## src/rtl/muldiv_unit.sv

```systemverilog
// rtl/muldiv_unit.sv - iterative 32-bit multiply/divide sequencer owning HI/LO
//
// Purpose:
//   Runs MULT/MULTU/DIV/DIVU for the EX stage. It uses a 32-step shift-add
//   multiplier and a restoring divider on operand magnitudes. The sign fix-up
//   happens in a final FIX cycle, and the result is written into the
//   architectural HI/LO registers at that point.
//
// Build option:
//   MULDIV_DIV_EN - when defined, the divider datapath is compiled in. When
//                   undefined, DIV/DIVU complete immediately with HI/LO
//                   untouched.
//
// Ports:
//   clk       rising-edge clock
//   rst       synchronous active-high reset
//   start     EX issues a mul/div this cycle
//   op        00 MULT, 01 MULTU, 10 DIV, 11 DIVU
//   a, b      rs / rt operands
//   hilo_acc  ID holds mfhi/mflo/mthi/mtlo
//   we_hi     mthi write strobe
//   we_lo     mtlo write strobe
//   wdata     mthi/mtlo data
//   busy      operation in progress (CALC or FIX)
//   done      one-cycle completion pulse
//   stall     busy & (start | hilo_acc)
//   hi, lo    architectural HI/LO
module muldiv_unit (
    input  logic        clk,
    input  logic        rst,
    input  logic        start,
    input  logic [1:0]  op,
    input  logic [31:0] a,
    input  logic [31:0] b,
    input  logic        hilo_acc,
    input  logic        we_hi,
    input  logic        we_lo,
    input  logic [31:0] wdata,
    output logic        busy,
    output logic        done,
    output logic        stall,
    output logic [31:0] hi,
    output logic [31:0] lo
);

    typedef enum logic [1:0] {S_IDLE, S_CALC, S_FIX, S_DONE} state_t;

    state_t      state_q, state_d;
    logic [4:0]  count_q, count_d;
    logic        sa_q, sa_d;
    logic        sb_q, sb_d;
    // Multiplicand for multiply, divisor for divide.
    logic [31:0] opnd_q, opnd_d;
    // Multiply: {partial product, multiplier}. Divide: {remainder, quotient}.
    logic [63:0] acc_q, acc_d;
    logic [31:0] hi_q, hi_d;
    logic [31:0] lo_q, lo_d;

    logic        accept;
    logic        is_signed;
    logic [31:0] abs_a, abs_b;
    logic [32:0] msum;
    logic [63:0] mul_next;
    logic [63:0] prod;

`ifdef MULDIV_DIV_EN
    logic        is_div_q, is_div_d;
    logic        div0_q, div0_d;
    logic [32:0] dshift;
    logic [33:0] dtrial;
    logic [63:0] div_next;
    logic [31:0] quot_fix, rem_fix;
`endif

    // A new operation may start from IDLE or from the DONE cycle.
    assign accept    = start && (state_q == S_IDLE || state_q == S_DONE);
    assign is_signed = ~op[0];
    assign abs_a     = (is_signed && a[31]) ? -a : a;
    assign abs_b     = (is_signed && b[31]) ? -b : b;

    // Shift-add step: conditionally add the multiplicand into the upper half,
    // then shift the whole accumulator right, carry included.
    assign msum     = {1'b0, acc_q[63:32]} + (acc_q[0] ? {1'b0, opnd_q} : 33'd0);
    assign mul_next = {msum, acc_q[31:1]};
    assign prod     = (sa_q ^ sb_q) ? -acc_q : acc_q;

`ifdef MULDIV_DIV_EN
    // Restoring step. The shifted remainder can need 33 bits, so the trial
    // subtract is done in 34 bits and its top bit is the borrow.
    assign dshift   = {acc_q[63:32], acc_q[31]};
    assign dtrial   = {1'b0, dshift} - {2'b00, opnd_q};
    assign div_next = dtrial[33] ? {dshift[31:0], acc_q[30:0], 1'b0}
                                 : {dtrial[31:0], acc_q[30:0], 1'b1};
    assign quot_fix = (sa_q ^ sb_q) ? -acc_q[31:0] : acc_q[31:0];
    assign rem_fix  = sa_q ? -acc_q[63:32] : acc_q[63:32];
`endif

    // State register
    always_ff @(posedge clk) begin
        if (rst) begin
            state_q <= S_IDLE;
        end else begin
            state_q <= state_d;
        end
    end

    // Next-state logic
    always_comb begin
        state_d = state_q;
        case (state_q)
            S_IDLE, S_DONE: begin
                if (start) begin
`ifdef MULDIV_DIV_EN
                    state_d = S_CALC;
`else
                    state_d = op[1] ? S_DONE : S_CALC;
`endif
                end else begin
                    state_d = S_IDLE;
                end
            end
            S_CALC:  state_d = (count_q == 5'd0) ? S_FIX : S_CALC;
            S_FIX:   state_d = S_DONE;
            default: state_d = S_IDLE;
        endcase
    end

    // Outputs
    always_comb begin
        busy  = (state_q == S_CALC) || (state_q == S_FIX);
        done  = (state_q == S_DONE);
        stall = busy & (start | hilo_acc);
    end

    assign hi = hi_q;
    assign lo = lo_q;

    // Datapath next-state
    always_comb begin
        count_d = count_q;
        sa_d    = sa_q;
        sb_d    = sb_q;
        opnd_d  = opnd_q;
        acc_d   = acc_q;
        hi_d    = hi_q;
        lo_d    = lo_q;
`ifdef MULDIV_DIV_EN
        is_div_d = is_div_q;
        div0_d   = div0_q;
`endif

        // mthi/mtlo land only when not busy. A result loaded in FIX
        // overwrites a write that coincided with start.
        if (state_q == S_IDLE || state_q == S_DONE) begin
            if (we_hi) hi_d = wdata;
            if (we_lo) lo_d = wdata;
        end

        if (accept) begin
            count_d = 5'd31;
            sa_d    = is_signed & a[31];
            sb_d    = is_signed & b[31];
            if (op[1]) begin
                opnd_d = abs_b;
                acc_d  = {32'd0, abs_a};
            end else begin
                opnd_d = abs_a;
                acc_d  = {32'd0, abs_b};
            end
`ifdef MULDIV_DIV_EN
            is_div_d = op[1];
            div0_d   = (b == 32'd0);
`endif
        end

        if (state_q == S_CALC) begin
`ifdef MULDIV_DIV_EN
            acc_d = is_div_q ? div_next : mul_next;
`else
            acc_d = mul_next;
`endif
            if (count_q != 5'd0) count_d = count_q - 5'd1;
        end

        if (state_q == S_FIX) begin
`ifdef MULDIV_DIV_EN
            if (is_div_q) begin
                // Divide by zero leaves remainder = a naturally; only the
                // quotient needs forcing to all ones.
                hi_d = rem_fix;
                lo_d = div0_q ? 32'hFFFF_FFFF : quot_fix;
            end else begin
                hi_d = prod[63:32];
                lo_d = prod[31:0];
            end
`else
            hi_d = prod[63:32];
            lo_d = prod[31:0];
`endif
        end
    end

    // Datapath registers
    always_ff @(posedge clk) begin
        if (rst) begin
            count_q <= 5'd0;
            sa_q    <= 1'b0;
            sb_q    <= 1'b0;
            opnd_q  <= 32'd0;
            acc_q   <= 64'd0;
            hi_q    <= 32'd0;
            lo_q    <= 32'd0;
`ifdef MULDIV_DIV_EN
            is_div_q <= 1'b0;
            div0_q   <= 1'b0;
`endif
        end else begin
            count_q <= count_d;
            sa_q    <= sa_d;
            sb_q    <= sb_d;
            opnd_q  <= opnd_d;
            acc_q   <= acc_d;
            hi_q    <= hi_d;
            lo_q    <= lo_d;
`ifdef MULDIV_DIV_EN
            is_div_q <= is_div_d;
            div0_q   <= div0_d;
`endif
        end
    end

endmodule

```

## config.mk

```make
export PLATFORM = sky130hd
export DESIGN_NAME = muldiv_unit
export DESIGN_NICKNAME = d
export VERILOG_FILES = /design/src/rtl/muldiv_unit.sv
export SDC_FILE = /design/constraint.sdc
export NUM_CORES = 1
export LEC_CHECK = 0
export ABC_AREA = 0
export ABC_CLOCK_PERIOD_IN_PS = 3080
export CAP_MARGIN = 20
export CORE_AREA = 2 2 150 152
export DETAILED_ROUTE_END_ITERATION = 12
export DIE_AREA = 0 0 152 154
export HOLD_SLACK_MARGIN = 0.05
export PLACE_DENSITY = 0.8
export SLEW_MARGIN = 40
export SYNTH_ARGS = -nofsm -noshare
export SYNTH_HDL_FRONTEND = slang
export SYNTH_SLANG_ARGS = --single-unit
```

## constraint.sdc

```tcl
create_clock -name clk -period 3.08 [get_ports clk]
set_input_delay 0.308 -clock clk [delete_from_list [all_inputs] [get_ports clk]]
set_output_delay 0.308 -clock clk [all_outputs]
set_load 0.02 [all_outputs]
```

After elaboration in Yosys (flattened, before gate mapping)
Index checks and enable logic that the tools add are counted.

Input bits: 104. Bits in read-only memories: 0. Memories kept: 0. Output and inout port bits: 67. Latch bits: 0. Word-level logic and storage cells: 58. Register bits after elaboration: 169. RAM bits: 0.

$mul: 0. Reduce and logical (&&, ||, !) cells: 15. $lt $le $gt $ge: 0. Bitwise operators: 6. Multiplexer cells: 21. Shift-type cells: 0. Equality and inequality tests: 3. Add/subtract/negate cells: 5. Divide/modulo/power cells: 0.

Operators with widths (number): 32-bit two-way mux (11); 64-bit two-way mux (3); 32-bit negator (2); 64-bit negator (1); 32-bit by 32-bit adder with 33-bit output (1); 5-bit two-way mux (3); 2-bit nonzero test (4); 2-bit two-way mux (3); 2-bit one-hot mux with 3 select lines (1); 5-bit logical NOT (1); 5-bit nonzero test (1); 5-bit by 1-bit subtractor with 5-bit output (second input constant) (1); 2-bit equality test (second input constant) (2); 2-bit AND reduction (2); 1-bit AND (3); 1-bit logical AND (3); 2-bit by 1-bit equality test with 1-bit output (second input constant) (1); 2-bit logical NOT (1); 1-bit logical OR (2); 2-bit OR reduction (1); 1-bit NOT (1); 1-bit bitwise OR (1); 1-bit XOR (1).

Longest topological paths before layout
Depth after elaboration: 6. Mapped depth: 14. Mapped depth without buffers: 12.

Worst setup path before layout
OpenSTA, ideal clock, no wires.

Path type: flip-flop to flip-flop. From: register acc_q[0]. To: register hi_q[22] (netlist: hi[22]). Required time: 2.965 ns. Arrival time: 2.706 ns. Buffers on the path: 3. Path slack: 0.260 ns. Cell stages (with the launch flop): 14. Clock period less this slack: 2.820 ns. Library setup time: 0.115 ns. Cell sequence: dfxtp_1 clkbuf_1 clkbuf_1 inv_1 ha_1 nor3b_1 and4_1 clkbuf_1 nand2_1 nor3_2 and2_1 nand2_1 mux2i_1 a2111oi_0.

Word-level cells in the longest chain between the ends: 3.

Ends and longest elaborated chain: from (decl) (RTL line 55) `logic [63:0] acc_q, acc_d;`; from (signal assigned) (RTL line 210) `acc_q <= 64'd0;`; from (signal assigned) (RTL line 222) `acc_q <= acc_d;`; 64-bit negator (RTL line 85) `assign prod = (sa_q ^ sb_q) ? -acc_q : acc_q;`; 64-bit two-way mux (RTL line 85); 32-bit two-way mux (RTL line 185) `if (state_q == S_FIX) begin`; to (signal assigned) (RTL line 223) `hi_q <= hi_d;`; to (decl) (RTL line 56) `logic [31:0] hi_q, hi_d;`.

No other way between the ends. A chain may end at the register's enable or synchronous reset.

Worst setup path in the final report
From: register acc_q[0]. To: register acc_q[60].

Word-level cells in the longest chain between the ends: 3.

Ends and longest elaborated chain: 32-bit two-way mux (RTL line 83) `assign msum = {1'b0, acc_q[63:32]} + (acc_q[0] ? {1'b0, opnd_q} : 33'd0);`; 32-bit by 32-bit adder with 33-bit output (RTL line 83); 64-bit two-way mux (RTL line 176) `if (state_q == S_CALC) begin`.

No other way between the ends.

==> metrics.md <==
| Metric | Value |
|---|---|
| FILL cells | 1831 |
| CTS tree | built |
| # diodes | 0 |
| Die ar. | 23400 um^2 |
| Post-synth cell types | 67 |
| Vias | 12981 |
| Worst Max-Slew Pin Slew | 0.812 ns |
| H-tree lvl count | 4 |
| Crit end category | flip-flop |
| GR Overflow Total | 0 |
| Max Fclk | 344 MHz |
| PwrDens | 464 nW/um^2 |
| Fraction of layout cells with a size suffix above 1 | 7.67% |
| GRT Util Overall | 33.8% |
| Core area | 21700 um^2 |
| FF/Latch Area | 3380 um^2 |
| Synth warn | 0 |
| Gate count of the mapped netlist | 1610 |
| P_leak | 5.70 nW |
| Hold path depth | 2 |
| Initial antenna violation count | 0 |
| Syn Std Cell Area | 12000 um^2 |
| Worst Hold End | state_q[1] |
| WP data required | 3.39 ns |
| Synth Area per Inst | 7.44 um^2 |
| First-pass GRT wire length | 63.6 mm |
| EDFF count, synth | 0 |
| Finished Core Util | 68.4% |
| Final antenna-violating net count | 0 |
| Final hold violations | 0 |
| Worst hold start | rst |
| Max Slew Vio Count | 0 |
| Crit-path max FO | 8 |
| Num CTS Buffers | 17 |
| Reg2Reg Depth | 11 |
| DR WL met3 | 3.78 mm |
| Clock Latency Late Sink | 0.44 ns |
| Routability Congestion | 0.979 |
| Metal2 WL | 18.3 mm |
| Initial Util | 55.2% |
| Highest metal layer with signal wires | met4 |
| Min cycle time layout | 2.91 ns |
| Routed len/inst | 20.0 um |
| Pre-Repair DR Iteration Count | 6 |
| DIE WIDTH | 152 um |
| Max transition margin | 45.5% |
| Prevailing post-synth register cell | dfxtp_1 |
| # hold bufs at CTS | 0 |
| Die height | 154 um |
| DRT met1 WL | 17.4 mm |
| Starting DRT DRC Count | 1441 |
| Setup_tns | 0 ns |
| HP Class | in -> reg |
| Flop-to-flop setup slack | 0.17 ns |
| Clock buffer depth | 2 |
| Drc violations | 0 |
| Root Driver | clkbuf_16 |
| Number of global-route vias before repair | 11787 |
| Clock-pin slew on the worst setup and hold paths | 0.07 ns |
| DP HPWL | 31.7 mm |
| Status | finished clean |
| Syn nets | 1755 |
| Final nets | 1905 |
| CP arrival | 3.22 ns |
| IO buf count | 170 |
| Sink Count | 169 |
| Async SR Flop Fraction | 0% |
| P&R area growth vs syn | 23.9% |
| Sequential area share after synthesis | 28.3% |
| Largest net degree at the start of global routing | 71 |
| # IOs | 171 |
| Final setup viols | 0 |
| Final wirelength | 41.0 mm |
| Clk_skew | 0.0139 ns |
| Max cap viols | 0 |
| FP Rows | 54 |
| Worst reg2reg startpoint | acc_q[0] |
| Max VDD drop | 0.366 mV |
| Area of the multi-input gates | 8100 um^2 |
| Worst R2R End | acc_q[60] |
| Total power | 6.88 mW |
| Synth Register Bits | 169 |
| Startpoint types | flip-flop |
| Period utilisation layout | 94.5% |
| Via/cell ratio | 6.32 |
| Setup CP Type | reg -> reg |
-- logic make-up (layout without fill, tap and decap cells) --
| group | after synthesis | count (layout) | synth area share (%) |
|---|---|---|---|
| buffers and inverters | 148 | 311 | 4.65 |
| AOI/OAI and AO/OA | 525 | 525 | 27.7 |
| and+or+nand+nor | 565 | 565 | 23.0 |
| adders and majority gates | 41 | 41 | 4.35 |
| DFF | 169 | 169 | 28.3 |
| muxes | 22 | 22 | 1.84 |
| xor gates and xnor gates | 140 | 140 | 10.2 |
-- metrics by stage --
step	cell area, um^2	hold slack [ns]	setup WS (ns)	std cells
after global routing	14800	0.289	-0.00387	2053
final	14800	0.282	0.169	2053
after CTS	14800	0.274	0.215	2053
after floorplan	12000	0.411	0.260	1610
after detailed placement	14200	0.441	0.107	2021
after global placement	14200	0.441	0.173	2021
-- synthesized netlist by cell type, types with 19 or more instances --
cell type,n,area share [%]
nand3_1,19,0.79
o21ai_0,110,4.6
xnor2_1,84,6.1
a21oi_1,154,6.4
dfxtp_1,169,28
a211oi_1,36,2.3
and2_1,39,2.0
a31oi_1,30,1.6
or3_1,20,1.0
a21o_1,20,1.3
clkbuf_1,102,3.2
a221oi_1,25,1.8
ha_1,40,4.2
nor2_1,180,5.6
xor2_1,56,4.1
mux2i_1,22,1.8
o211ai_1,21,1.3
nor3_1,43,1.8
nand2_1,154,4.8
o22ai_1,24,1.3
o31ai_1,20,1.3
inv_1,37,1.2
-- cell type report --
| class | instances | area share, % |
|---|---|---|
| clock buffers | 18 | 2.96 |
| clock inverters | 14 | 1.06 |
| inverters | 38 | 0.962 |
| multi-input cells | 1293 | 54.6 |
| flip-flops and latches | 169 | 22.8 |
| well taps | 280 | 2.36 |
| repair buffers | 241 | 15.2 |
-- worst max path at each step --
stage	from	endpoint	slack, ns	depth (start not counted)
finish	acc_q[0]	acc_q[60]	0.17	11
global placement	b[21]	opnd_q[28]	0.17	8
global route	acc_q[0]	acc_q[60]	-0.004	12
CTS	acc_q[0]	acc_q[60]	0.22	11
floorplan	acc_q[0]	hi[22]	0.26	13
detailed placement	a[2]	opnd_q[28]	0.11	9
-- what timing repair did --
item | CTS | global route
gates resized for setup | 0 | 6
hold endpoints to repair | 0 | 0
setup buffers | 0 | 0
endpoints found under the setup margin | 0 | 5
-- sequential cells by signal, summed over array words and instances (netlist names) --
signal	flops
state_q	2
count_q	5
sa_q	1
sb_q	1
opnd_q	32
acc_q	64
lo	32
hi	32
-- worst max-delay path: stages (launching register included) --
cell	delay, ns
dfxtp_1	0.36
and2_1	0.19
ha_1	0.35
o211ai_1	0.14
o21ai_0	0.41
a21oi_1	0.16
a211oi_1	0.30
buf_4	0.19
o21ai_1	0.09
a41oi_1	0.36
xnor2_1	0.16
o21ai_0	0.08
-- cells in the final DEF, fill, tap and decap left out, drive strengths merged, types with 8 or more instances in the layout --
cell and count:
o21ai 115, buf 73, xor2 56, nand2 155, a41oi 9, o22ai 24
nand3 19, dfxtp 169, a22o 10, and2 39, nor3b 19, clkbuf 18
mux2i 22, a21o 20, o211ai 21, nand4 13, xnor2 84, a221oi 25
nor2b 12, o31ai 20, inv 44, nor2 181, ha 40, or4 8
clkdlybuf4s50 168, a21oi 154, a31oi 30, or3 20, nand2b 14, and3 16
nor4 17, a211oi 36, nor3 44
-- report_power, final --
part	internal, mW	switching (mW)
Combinational	0.875	1.23
Sequential	2.38	0.189
Clock	1.24	0.970
Total	4.50	2.39
-- metal layers --
metal  vias up  GRT usage (%)
met4         0           14.1
li1       6142              -
met3        96           5.05
met1      6011           46.2
met5         -              0
met2       732           53.3
(Power assumes the default switching activity.)
